<file path="config.mk">
export PLATFORM = sky130hd
export DESIGN_NAME = nes_memctl
export DESIGN_NICKNAME = d
export VERILOG_FILES = /design/src/rtl/nes_memctl.sv
export SDC_FILE = /design/constraint.sdc
export NUM_CORES = 1
export LEC_CHECK = 0
export ABC_AREA = 1
export BUFFER_PORTS_ARGS = -buffer_cell sky130_fd_sc_hd__buf_2
export CELL_PAD_IN_SITES_DETAIL_PLACEMENT = 0
export CELL_PAD_IN_SITES_GLOBAL_PLACEMENT = 1
export CORE_AREA = 2 2 87 89
export CTS_CLUSTER_DIAMETER = 50
export CTS_CLUSTER_SIZE = 10
export DETAILED_ROUTE_END_ITERATION = 12
export DIE_AREA = 0 0 89 91
export PLACE_DENSITY_LB_ADDON = 0.1
export SLEW_MARGIN = 10
export SYNTH_ARGS = -nofsm -noshare
export SYNTH_HDL_FRONTEND = slang
export SYNTH_SLANG_ARGS = --single-unit
</file>
<file path="constraint.sdc">
create_clock -name clock -period 4.65 [get_ports clock]
set_input_delay 0.93 -clock clock [delete_from_list [all_inputs] [get_ports clock]]
set_output_delay 0.93 -clock clock [all_outputs]
set_load 0.02 [all_outputs]
</file>
<file path="src/rtl/nes_memctl.sv">
// NES CPU bus controller: decodes work RAM, PPU registers and PRG ROM, and runs OAM DMA ($4014 -> PPU reg 4).
// Optional macro NES_DMA_ALIGN_EN adds a cycle-parity flop so odd-cycle DMA starts get one extra wait cycle.
module nes_memctl #(
   parameter int PRG_AW = 15
) (
   input  logic              clock,
   input  logic              reset,
   input  logic [15:0]       cpu_address,
   input  logic [7:0]        cpu_out,
   input  logic              cpu_rd,
   input  logic              cpu_we,
   output logic [7:0]        cpu_data,
   output logic              cpu_halt,
   output logic [10:0]       ram_address,
   output logic [7:0]        ram_wdata,
   output logic              ram_we,
   input  logic [7:0]        ram_rdata,
   output logic [PRG_AW-1:0] rom_address,
   input  logic [7:0]        rom_rdata,
   output logic [2:0]        ppu_reg,
   output logic [7:0]        ppu_wdata,
   output logic              ppu_we,
   output logic              ppu_rd,
   input  logic [7:0]        ppu_rdata,
   output logic [1:0]        dbg_state
);

   // Handshake: cpu_rd/cpu_we are single-cycle requests with no ready; they are accepted only while
   // the FSM is idle (cpu_halt low) and silently dropped otherwise. Read data appears one cycle later.
   typedef enum logic [1:0] {IDLE = 2'd0, DMA_WAIT = 2'd1, DMA_READ = 2'd2, DMA_WRITE = 2'd3} state_t;
   typedef enum logic [1:0] {SRC_OPEN = 2'd0, SRC_RAM = 2'd1, SRC_PPU = 2'd2, SRC_ROM = 2'd3} src_t;

   function automatic src_t decode(input logic [15:0] a);
      src_t s;
      if (a[15])                  s = SRC_ROM;
      else if (a[14:13] == 2'b00) s = SRC_RAM;
      else if (a[14:13] == 2'b01) s = SRC_PPU;
      else                        s = SRC_OPEN;
      return s;
   endfunction

   state_t      r_state;
   src_t        r_src;
   logic        r_cpu_rd;
   logic        r_halt;
   logic [7:0]  r_page;
   logic [7:0]  r_index;
   logic [7:0]  r_hold;

   logic        w_cpu_ok;
   logic        w_dma_rd;
   logic        w_dma_wr;
   logic        w_dma_trig;
   logic [15:0] w_addr;
   src_t        w_src;
   logic [7:0]  w_src_data;
   logic [7:0]  w_cpu_data;

   assign w_cpu_ok   = (r_state == IDLE) && !reset;
   assign w_dma_rd   = (r_state == DMA_READ) && !reset;
   assign w_dma_wr   = (r_state == DMA_WRITE) && !reset;
   assign w_dma_trig = w_cpu_ok && cpu_we && (cpu_address == 16'h4014);
   assign w_addr     = (r_state == DMA_READ) ? {r_page, r_index} : cpu_address;
   assign w_src      = decode(w_addr);

   // Data of the source read last cycle; open bus falls back to the last value the CPU saw.
   always_comb begin
      w_src_data = r_hold;
      case (r_src)
         SRC_RAM: w_src_data = ram_rdata;
         SRC_PPU: w_src_data = ppu_rdata;
         SRC_ROM: w_src_data = rom_rdata;
         default: w_src_data = r_hold;
      endcase
   end

   assign w_cpu_data  = r_cpu_rd ? w_src_data : r_hold;
   assign cpu_data    = w_cpu_data;
   assign cpu_halt    = r_halt;
   assign dbg_state   = r_state;

   assign ram_address = w_addr[10:0];
   assign ram_wdata   = cpu_out;
   assign ram_we      = w_cpu_ok && cpu_we && (w_src == SRC_RAM);
   assign rom_address = w_addr[PRG_AW-1:0];

   assign ppu_reg     = w_dma_wr ? 3'd4 : w_addr[2:0];
   assign ppu_wdata   = w_dma_wr ? w_src_data : cpu_out;
   assign ppu_we      = w_dma_wr || (w_cpu_ok && cpu_we && (w_src == SRC_PPU));
   assign ppu_rd      = ((w_cpu_ok && cpu_rd) || w_dma_rd) && (w_src == SRC_PPU);

`ifdef NES_DMA_ALIGN_EN
   logic r_parity;

   always_ff @(posedge clock) begin
      if (reset) r_parity <= 1'b0;
      else       r_parity <= ~r_parity;
   end
`endif

   always_ff @(posedge clock) begin
      if (reset) begin
         r_state  <= IDLE;
         r_src    <= SRC_OPEN;
         r_cpu_rd <= 1'b0;
         r_halt   <= 1'b0;
         r_page   <= 8'h00;
         r_index  <= 8'h00;
         r_hold   <= 8'h00;
      end else begin
         r_hold   <= w_cpu_data;
         r_src    <= w_src;
         r_cpu_rd <= w_cpu_ok && cpu_rd;
         case (r_state)
            IDLE: begin
               if (w_dma_trig) begin
                  r_page  <= cpu_out;
                  r_index <= 8'h00;
                  r_halt  <= 1'b1;
                  r_state <= DMA_WAIT;
               end
            end
            DMA_WAIT: begin
`ifdef NES_DMA_ALIGN_EN
               if (!r_parity) r_state <= DMA_READ;
`else
               r_state <= DMA_READ;
`endif
            end
            DMA_READ: r_state <= DMA_WRITE;
            DMA_WRITE: begin
               // The index never wraps into page+1: byte 255 ends the transfer.
               if (r_index == 8'hFF) begin
                  r_halt  <= 1'b0;
                  r_state <= IDLE;
               end else begin
                  r_index <= r_index + 8'd1;
                  r_state <= DMA_READ;
               end
            end
            default: r_state <= IDLE;
         endcase
      end
   end

endmodule

</file>
==> out/qor.csv <==
stage;metric;value;unit
clocking;hold_buffers;0;
status;status;complete, no violations;
logic_synthesis;avgSynthCellArea;5.938;um^2
floorplanning;io_pins;111;
clocking;ctsLongestPathBuffers;2;
power_and_ir_drop;p_comb_share;22.7;%
grt;grt_pass1_vias;2131;
clocking;h-tree-depth;2;
power_and_ir_drop;ir_drop;0.09865;mV
worst_setup_path;cp_slowest_cell;nand2_1;
floorplanning;start_util;29.45;%
power_and_ir_drop;p_leak;0.001451;uW
power_and_ir_drop;p_sw_share;30.84;%
finish;instances_no_fill;543;
worst_setup_path;cpMostUsedCell;nand2_1;
finish;nNetsFinal;496;
logic_synthesis;synth_top_area_share;28.57;%
power_and_ir_drop;clockPowerShare;34.6;%
finish;drive_above_1_share;30.18;%
clocking;worstSkewPairLatency;280;ps
sta;setup-violations-final;0;
sta;worst_pin_slew;875.5;ps
logic_synthesis;synth_area;2102;um^2
sta;setup_ws;1435;ps
route;vias_per_cell;4.355;
route;wirelength;6.659;mm
route;ant_nets;0;
clocking;cts_made_buffers;5;
grt;antenna_found_initial;0;
power_and_ir_drop;intPower;431.6;uW
logic_synthesis;synth_seq_area_share;28.57;%
job;cap_violations;0;
sta;slew_headroom;41.49;%
logic_synthesis;yosys.area.top_type;dfxtp_1;
place;placed_area;2575;um^2
power_and_ir_drop;switching_power;192.5;uW
floorplanning;die_h;91;um
worst_setup_path;required;3720;ps
logic_synthesis;ys_top_cells_by_area;dfxtp_1 (29%), nand2_1 (23%), nor2_1 (8.6%);
place;dp_hpwl;5.367;mm
clocking;clockRootBuffer;clkbuf_8;
route;drt_iter0_drc;81;
grt;track_usage;16.29;%
finish;syn_to_final_growth;26.85;%
power_and_ir_drop;sequentialPowerShare;42.6;%
route;vias;2365;
finish;post-route-util;37.36;%
floorplanning;die_w;89;um
clocking;cts_resized;0;
worst_setup_path;critical_path_peak_fanout;30;
sta;min_period_over_period;69.15;%
grt;grt_pass1_wl;10.20;mm
route;avgRoutedWirePerCell;12.26;um
clocking;clk_pin_slew;60;ps
route;drc;0;
logic_synthesis;syn_inst;354;
place;routabilityCongestion;0.7629;
floorplanning;rows;31;
sta;grt_setup_unrepaired;false;
place;numPortBuffers;110;
worst_hold_path;hold_path_class;flop to flop;
worst_setup_path;path_class;flop to output port;
logic_synthesis;syn_nets;407;
worst_setup_path;slowest_delay;640;ps
sta;slew_violations;0;
finish;stdcell_area;2666;um^2
clocking;cts_setup_buffers;0;
power_and_ir_drop;powerDensity;234.1;nW/um^2
sta;tns;0;ps
clocking;cts_sinks;30;
worst_setup_path;cp_num_buf_inv;2;
worst_setup_path;startpoint_type;flop;
logic_synthesis;ys_warn_count;0;
worst_setup_path;crit_family;simple AND/OR/NAND/NOR gates;
logic_synthesis;synth_seq_cells;30;
floorplanning;core_area;7137;um^2
sta;skew;7.181;ps
sta;period_minus_slack;3215;ps
finish;n_antenna_cell;0;
clocking;cts_tree;yes;
worst_setup_path;critical_path_arrival;2290;ps
logic_synthesis;yosysUniqueCellTypes;26;
worst_setup_path;path_cells;inv_1 -> nand2_1 -> nand2_1 -> o21ai_2 -> nand3_1 -> nor3_1 -> buf_2;
sta;fmax;311.0;MHz
grt;grt_max_degree;31;
sta;finalHoldViolations;0;
route;dr.pass1.iters;5;
grt;overflow;0;
place;numPlacedInstances;535;
place;pre_cts_slack;1467;ps
worst_setup_path;end_kind;output port;
floorplanning;dieArea;8099;um^2
-- worst paths after layout --
path               to  depth (start not counted)          from  slack (ps)
max reg2reg  r_src[0]                          5  dbg_state[1]        2870
min reg2reg  cpu_halt                          2      cpu_halt         480
max            ppu_rd                          7  dbg_state[0]        1430
min          cpu_halt                          2      cpu_halt         480
-- per-layer routing --
layer	up-vias	track usage (%)	wire length (um)
met5	-	0	0
li1	1261	-	-
met2	75	28.48	3255
met4	0	3.731	78
met3	8	3.364	399
met1	1021	20.20	2926
-- worst reg2reg max path, stage by stage (launching register included) --
cell     delay (ps)
dfxtp_1         400
nand2_1         540
o21ai_1         460
inv_1           110
nor2_1          120
nor2_1           40
-- power by group through the flow --
stage	logic [uW]	clock network [uW]	registers [uW]
2_1_floorplan	95.9	0	270
5_1_grt	158	237	267
4_1_cts	145	225	266
6_report	142	216	266
3_3_place_gp	145	0	272
3_5_place_dp	144	0	272
-- area by class of cell --
| class | count | area (um^2) |
|---|---|---|
| Clock buffer | 7 | 86.33 |
| Clock inverter | 1 | 5.005 |
| Fill cell | 844 | 4471 |
| Inverter | 38 | 142.6 |
| Multi-Input combinational cell | 257 | 1150 |
| Sequential cell | 30 | 600.6 |
| Tap cell | 99 | 123.9 |
| Timing Repair Buffer | 111 | 558.0 |
-- registers in the layout, indices dropped and copies added (netlist names) --
register / cells
r_src: 2
cpu_halt: 1
dbg_state: 2
r_index: 8
r_hold: 8
r_page: 8
r_cpu_rd: 1
-- Yosys cell counts (all sizes together) --
cell type and number:
nand2 131, nor2 51, inv 38, dfxtp 30
buf 25, o21ai 25, nand3 19, a21oi 16
nand4 7, clkbuf 4, mux2 2, or2 2
ha 1, nor3 1, nor4 1, o211ai 1
-- placed cells by master (no fill, tap or decap), drive strengths merged --
cell    count
a21oi      16
nand4       7
ha          1
or2         2
buf       111
nor2       51
inv        38
nand3      19
clkbuf      7
nand2     131
dfxtp      30
o21ai      25
o211ai      1
clkinv      1
nor4        1
mux2        2
nor3        1
-- cell families after synthesis --
kind of cell / Yosys count / share of synthesized area [%]
AO/OA/AOI/OAI: 42 / 10.48
adder cells (fa/ha/maj): 1 / 0.5951
buffers and inverters: 67 / 16.73
flip-flops: 30 / 28.57
multiplexers: 2 / 1.071
AND/OR/NAND/NOR: 212 / 42.56
-- metrics by stage --
stage | hold slack [ps] | power [uW]
2_1_floorplan | 448.5 | 365.7
3_3_place_gp | 474.2 | 416.3
3_5_place_dp | 474.6 | 415.9
4_1_cts | 483.9 | 635.7
5_1_grt | 505.5 | 660.9
6_report | 476.8 | 624.1
No activity file was read; power rests on OpenSTA's default activity.
